$ cat config.mk
export PLATFORM = sky130hd
export DESIGN_NAME = call_stack_ctrl
export DESIGN_NICKNAME = d
export VERILOG_FILES = /design/src/rtl/call_stack_ctrl.sv
export SDC_FILE = /design/constraint.sdc
export NUM_CORES = 1
export LEC_CHECK = 0
export BUFFER_PORTS_ARGS = -buffer_cell sky130_fd_sc_hd__buf_2
export CORE_AREA = 8 8 61 63
export CTS_BUF_LIST = sky130_fd_sc_hd__clkbuf_2
export DETAILED_ROUTE_END_ITERATION = 12
export DIE_AREA = 0 0 69 71
export PLACE_DENSITY = 0.94
export SYNTH_ARGS = -nofsm -noshare
export SYNTH_HDL_FRONTEND = slang
export SYNTH_SLANG_ARGS = --single-unit
$ cat constraint.sdc
create_clock -name clk -period 4.7 [get_ports clk]
set_clock_uncertainty 0.1 [all_clocks]
set_input_delay 0.705 -clock clk [delete_from_list [all_inputs] [get_ports clk]]
set_output_delay 0.705 -clock clk [all_outputs]
set_load 0.01 [all_outputs]
$ cat src/rtl/call_stack_ctrl.sv
// ID-stage initiator for the register-file return stack: turns CALL/RET into
// push/pop pulses, tracks depth, captures the popped return PC and stalls ID.
module call_stack_ctrl #(
    parameter int DEPTH  = 4,
    parameter int PC_W   = 8,
    parameter int DATA_W = 32
) (
    input  logic              clk,
    input  logic              reset,
    input  logic              ID_call,
    input  logic              ID_ret,
    input  logic [PC_W-1:0]   ID_pc,
    input  logic [DATA_W-1:0] ID_rd1,
    output logic              ID_push,
    output logic              ID_pop,
    output logic [PC_W-1:0]   stack_pc,
    output logic              ret_valid,
    output logic [PC_W-1:0]   ret_pc,
    output logic              stall,
    output logic [2:0]        depth,
    output logic              full,
    output logic              empty,
    output logic              overflow,
    output logic              underflow,
    output logic              collision
);

    typedef enum logic [2:0] {IDLE, PUSH, POP, POP_WAIT, RET_OUT} state_t;

    state_t            state, state_nxt;
    logic [2:0]        depth_nxt;
    logic [PC_W-1:0]   stack_pc_nxt, ret_pc_nxt;
    logic              push_nxt, pop_nxt, ret_valid_nxt, stall_nxt;
    logic              overflow_nxt, underflow_nxt, collision_nxt;
    logic              rd1_unused;

    // Only the low PC_W bits of the popped word carry the return address.
    assign rd1_unused = ^ID_rd1[DATA_W-1:PC_W];

    assign full  = (depth == 3'(DEPTH));
    assign empty = (depth == 3'd0);

    function automatic logic [PC_W-1:0] pc_inc(input logic [PC_W-1:0] pc);
        return pc + {{(PC_W-1){1'b0}}, 1'b1};
    endfunction

    always_ff @(posedge clk or negedge reset) begin
        if (!reset) begin
            state     <= IDLE;
            ID_push   <= 1'b0;
            ID_pop    <= 1'b0;
            stack_pc  <= '0;
            ret_valid <= 1'b0;
            ret_pc    <= '0;
            stall     <= 1'b0;
            depth     <= 3'd0;
            overflow  <= 1'b0;
            underflow <= 1'b0;
            collision <= 1'b0;
        end else begin
            state     <= state_nxt;
            ID_push   <= push_nxt;
            ID_pop    <= pop_nxt;
            stack_pc  <= stack_pc_nxt;
            ret_valid <= ret_valid_nxt;
            ret_pc    <= ret_pc_nxt;
            stall     <= stall_nxt;
            depth     <= depth_nxt;
            overflow  <= overflow_nxt;
            underflow <= underflow_nxt;
            collision <= collision_nxt;
        end
    end

    // Requests are only sampled in IDLE; upstream holds them while stalled.
    always_comb begin
        state_nxt = state;
        case (state)
            IDLE: begin
                if (ID_call) begin
                    state_nxt = full ? IDLE : PUSH;
                end else if (ID_ret && !empty) begin
                    state_nxt = POP;
                end
            end
            PUSH:     state_nxt = IDLE;
            POP:      state_nxt = POP_WAIT;
            POP_WAIT: state_nxt = RET_OUT;
            RET_OUT:  state_nxt = IDLE;
            default:  state_nxt = IDLE;
        endcase
    end

    // Outputs are registered, so they are decoded from the upcoming state.
    always_comb begin
        depth_nxt     = depth;
        stack_pc_nxt  = stack_pc;
        ret_pc_nxt    = ret_pc;
        overflow_nxt  = overflow;
        underflow_nxt = underflow;
        collision_nxt = collision;
        case (state)
            IDLE: begin
                if (ID_call) begin
                    if (!full) begin
                        stack_pc_nxt = pc_inc(ID_pc);
                        depth_nxt    = depth + 3'd1;
                    end else begin
                        overflow_nxt = 1'b1;
                    end
                    if (ID_ret) begin
                        collision_nxt = 1'b1;
                    end
                end else if (ID_ret && empty) begin
                    underflow_nxt = 1'b1;
                end
            end
            POP:      depth_nxt  = depth - 3'd1;
            POP_WAIT: ret_pc_nxt = ID_rd1[PC_W-1:0];
            default: ;
        endcase
        push_nxt      = (state_nxt == PUSH);
        pop_nxt       = (state_nxt == POP);
        ret_valid_nxt = (state_nxt == RET_OUT);
        stall_nxt     = (state_nxt != IDLE);
    end

endmodule

Word level (Yosys, flattened, before mapping)
Cells that the tools add are included.
{"block": "word_totals", "ff_bits": 29, "latch_bits": 0, "ramBits": 0, "rom_bits": 0, "elab_cells": 43, "mem_count": 0}
{"block": "classes", "add_sub_neg": 3, "n_mul": 0, "div": 0, "magnitude_cmp": 0, "eq_ne": 8, "shift": 0, "mux": 7, "bitwise": 2, "n_reduce_logical": 12}
{"op": "AND reduction 3 bit", "n": 5}
{"op": "2-to-1 mux 3 bit", "n": 4}
{"op": "== test 3 x 2 -> 1 bit (second input constant)", "n": 3}
{"op": "one-hot mux 3 bit (3 select lines)", "n": 1}
{"op": "adder 8 x 1 -> 8 bit (second input constant)", "n": 1}
{"op": "== test 3 bit (second input constant)", "n": 2}
{"op": "zero test 3 bit", "n": 2}
{"op": "one-hot mux 3 bit (2 select lines)", "n": 1}
{"op": "!= test 2 bit (second input constant)", "n": 2}
{"op": "adder 3 x 1 -> 3 bit (second input constant)", "n": 1}
{"op": "== test 3 x 1 -> 1 bit (second input constant)", "n": 1}
{"op": "nonzero test 3 bit", "n": 1}
{"op": "subtractor 3 x 1 -> 3 bit (second input constant)", "n": 1}
{"op": "logical AND 1 bit", "n": 2}
{"op": "inverter 1 bit", "n": 2}
{"op": "nonzero test 2 bit", "n": 1}
{"op": "zero test 1 bit", "n": 1}
{"op": "2-to-1 mux 1 bit", "n": 1}

Depth between registers and ports, before layout
{"block": "logic_depth", "depth_word": 7, "depth_mapped": 6}

Worst setup path after synthesis
Ideal clock, no wire load.
{"block": "synth_path", "path_kind": "register to output", "from": "reg depth[0]", "to": "out full", "arrival_time_ns": 1.069, "required_time_ns": 3.895, "slack_ns": 2.826, "path_stages_with_launch": 4, "n_path_buf": 1, "path_cell_list": "dfrtp_1 -> or3b_1 -> buf_2 -> inv_1"}
{"block": "synth_via", "elab_chain_len": 1}
{"element": "from (decl)", "line": "20", "source": "output logic [2:0] depth,"}
{"element": "from (signal assigned)", "line": "68", "source": "depth <= depth_nxt;"}
{"element": "== test 3 bit", "line": "40", "source": "assign full = (depth == 3'(DEPTH));"}
{"element": "to (decl)", "line": "21", "source": "output logic full,"}
Every way passes these cells.

Worst setup path in the final report
{"block": "layout_path", "from": "reg depth[1]", "to": "out full"}
The elaborated chain is that of the path after synthesis.

==> metrics.md <==
| Metric | Value |
|---|---|
| CP max stage cell | or3b_1 |
| PD cells | approximately 690 nW/um2 |
| Crit Path Category | reg2out |
| Seq/Total Area, Yosys | 0.563 |
| Peak Freq | ~0.41 GHz |
| Layout fillers | 246 |
| CP Cell Sequence | or3b_1 > inv_1 > buf_2 |
| Number of synthesized flops with an enable pin | 0 |
| Gr ovfl total | 0 |
| Gate Count Post-Synth | 100 |
| Status | complete, no violations |
| Cts bufs inserted | 5 |
| Worst Setup End Kind | output pin |
| Initial Utilization | 0.452 |
| Die Wd | 69 um |
| Mapped Avg Cell Area | 12.9 um2 |
| Vias in the first global route | 1,097 |
| First-pass GRT wire length | about 5.3 mm |
| RSZ-0062 raised after global routing | no |
| Port Buf Inserts | 47 |
| Fin nets | 198 |
| Crit path largest cell delay | 530 ps |
| Crit path launch | depth[1]$_DFFE_PN0P_ |
| Final worst path period share | 0.523 |
| Vias/cell | 5.19 |
| Routability Congestion | 0.832 |
| Clock buffer depth | 2 |
| Core Rows | 20 |
| Syn_nets | 146 |
| CTS root buf | clkbuf_2 |
| Die ar. | 4900 um2 |
| Clock slew at reported path FFs | ~160 ps |
| Final Max Tran Viols | 0 |
| Post-synthesis cell type count | 35 |
| WL/cell | 16.5 um |
| Max FO, Critical Path | 6 |
| Area of the multi-input gates | 510 um2 |
| Peak VDD IR | 0.000388 V |
| Ports | between 70 and 80 |
| Syn. warnings | 0 |
| Largest net degree at the start of global routing | 30 |
| CTS tree | yes |
| PostCTS Resize Cnt | 0 |
| Sinks on Clock Net | 29 |
| Worst Path Arrival | 1650 ps |
| HPWL after DPL | 2.47 mm |
| Layout cell share with drive strength beyond 1 | 0.418 |
| CP required | ~3900 ps |
| Setup Buffers After CTS | 0 |
| Worst flop-to-flop path startpoint | state[0]$_DFF_PN0_ |
| Core ar. | around 2900 um2 |
| Via Count | around 970 |
| Clock latency on the worst-skew pair | 370 ps |
| Syn Std Cell Area | 1290 um2 |
| Hold Fails Final Rpt | 0 |
| Setup TNS | 0 ps |
| Worst-Margin Slew | between 600 and 700 ps |
| Diodes inserted | 0 |
| Fin crit period | about 2500 ps |
| Initial antenna violation count | 0 |
| Router iterations before antenna repair | 4 |
| Slew headroom | 0.589 |
| Worst hold path type | in2async |
| Hold slack | 228 ps |
| Area occupied by registers | 726 um2 |
| GR Util All Layers | 0.133 |
| P&R area growth vs syn | 25.6% |
| Synth async-reset ratio | 1.00 |
| H-Tree Depth | 2 |
| Die Y-Extent | slightly above 70 um |
| Lkg Pwr | between 0.8 and 0.9 nW |
| Type of origin of the critical path | register |
| Routed wire length | 3.06 mm |
| Post-DRT Antenna Nets | 0 |
| Setup violations, final | 0 |
| Post-synth top flop | dfrtp_1 |
| DRC Markers | 0 |
| MaxCap Viol Count | 0 |
| First DRT Iteration DRCs | 30 |
| #FFs+latches synth | 29 |
| Post-cts hold buffer count | 0 |
## synth_stat cells, types with 2 or more instances
cell type  number  share of area
nand3_1         4          0.016
buf_2           2         0.0078
or3_1           2         0.0097
a21o_1          2          0.012
a31oi_1         2         0.0097
inv_1           9          0.026
dfrtp_1        29           0.56
mux2_4          4          0.047
a21oi_1         2         0.0078
o21ai_0         6          0.023
mux2_1          8          0.070
nor2_1          3         0.0087
xnor2_1         3          0.020
mux2i_1         2          0.016
nand2_1         2         0.0058
## cells in the final DEF (no fill, tap or decap), types with 2 or more instances in the layout
cell       n
a21o_1     2
a21oi_1    2
a31oi_1    2
buf_2     47
clkbuf_2   6
dfrtp_1   29
inv_1      9
mux2_1     8
mux2_4     4
mux2i_1    2
nand2_1    2
nand3_1    4
nor2_1     3
o21ai_0    6
or3_1      2
xnor2_1    3
## flip-flops by register name, summed over array words and instances, names as in the netlist
name / flops
stack_pc: 8
ID_push: 1
depth: 3
state: 3
underflow: 1
ret_valid: 1
overflow: 1
ret_pc: 8
ID_pop: 1
collision: 1
stall: 1
## report_power, final
group / internal [mW] / switching, mW
registers: 0.365 / 0.0779
clock network: 0.0909 / 0.0862
logic: 0.230 / 0.260
total: 0.687 / 0.424
## cell families after synthesis
| group | Yosys count | synth area share |
|---|---|---|
| DFF | 29 | 0.563 |
| and+or+nand+nor | 20 | 0.110 |
| AOI/OAI and AO/OA | 19 | 0.102 |
| muxes | 14 | 0.132 |
| buffers and inverters | 12 | 0.0408 |
| xor gates and xnor gates | 4 | 0.0272 |
| adders and majority gates | 2 | 0.0252 |
## path summary, 6_finish.rpt
path	end	slack (ps)	depth (start not counted)
setup / recovery	full	2240	3
hold / removal	ID_push$_DFF_PN0_	230	1
setup reg to reg	depth[2]$_DFFE_PN0P_	2640	5
hold reg to reg	underflow$_DFFE_PN0P_	380	1
max in group asynchronous	depth[1]$_DFFE_PN0P_	3860	1
min in group clk	underflow$_DFFE_PN0P_	380	1
## routing by layer
layer / up-vias / track usage / routed length, um
li1: 464 / - / -
met1: 463 / 0.143 / 1220
met2: 32 / 0.232 / 1620
met3: 6 / 0.0462 / 159
met4: 0 / 0.0547 / 61
met5: - / 0 / 0
## critical path: cells and delay by family (launching register included)
kind	cells	cell delay (ps)
buffers and inverters	2	330
flip-flops	1	440
AND/OR/NAND/NOR	1	530
## through the flow
stage	cell area [um2]	utilization	cells	power (mW)	worst slack, ps
3_5_place_dp	1560	0.545	178	0.949	2590
2_1_floorplan	1290	-	100	0.754	2830
5_1_grt	1620	0.568	186	1.19	2150
3_3_place_gp	1560	0.545	178	0.913	2630
4_1_cts	1620	0.568	186	1.13	2230
6_report	1620	0.568	186	1.11	2240
## cell type report
cell class              count  share of cell area
inverters                  10              0.0263
clock buffers               6              0.0185
multi-input cells          59               0.315
clock inverters             2              0.0209
well taps                  33              0.0255
repair buffers             47               0.145
flip-flops and latches     29               0.448
Note: power is estimated with default switching activity, not from simulation.
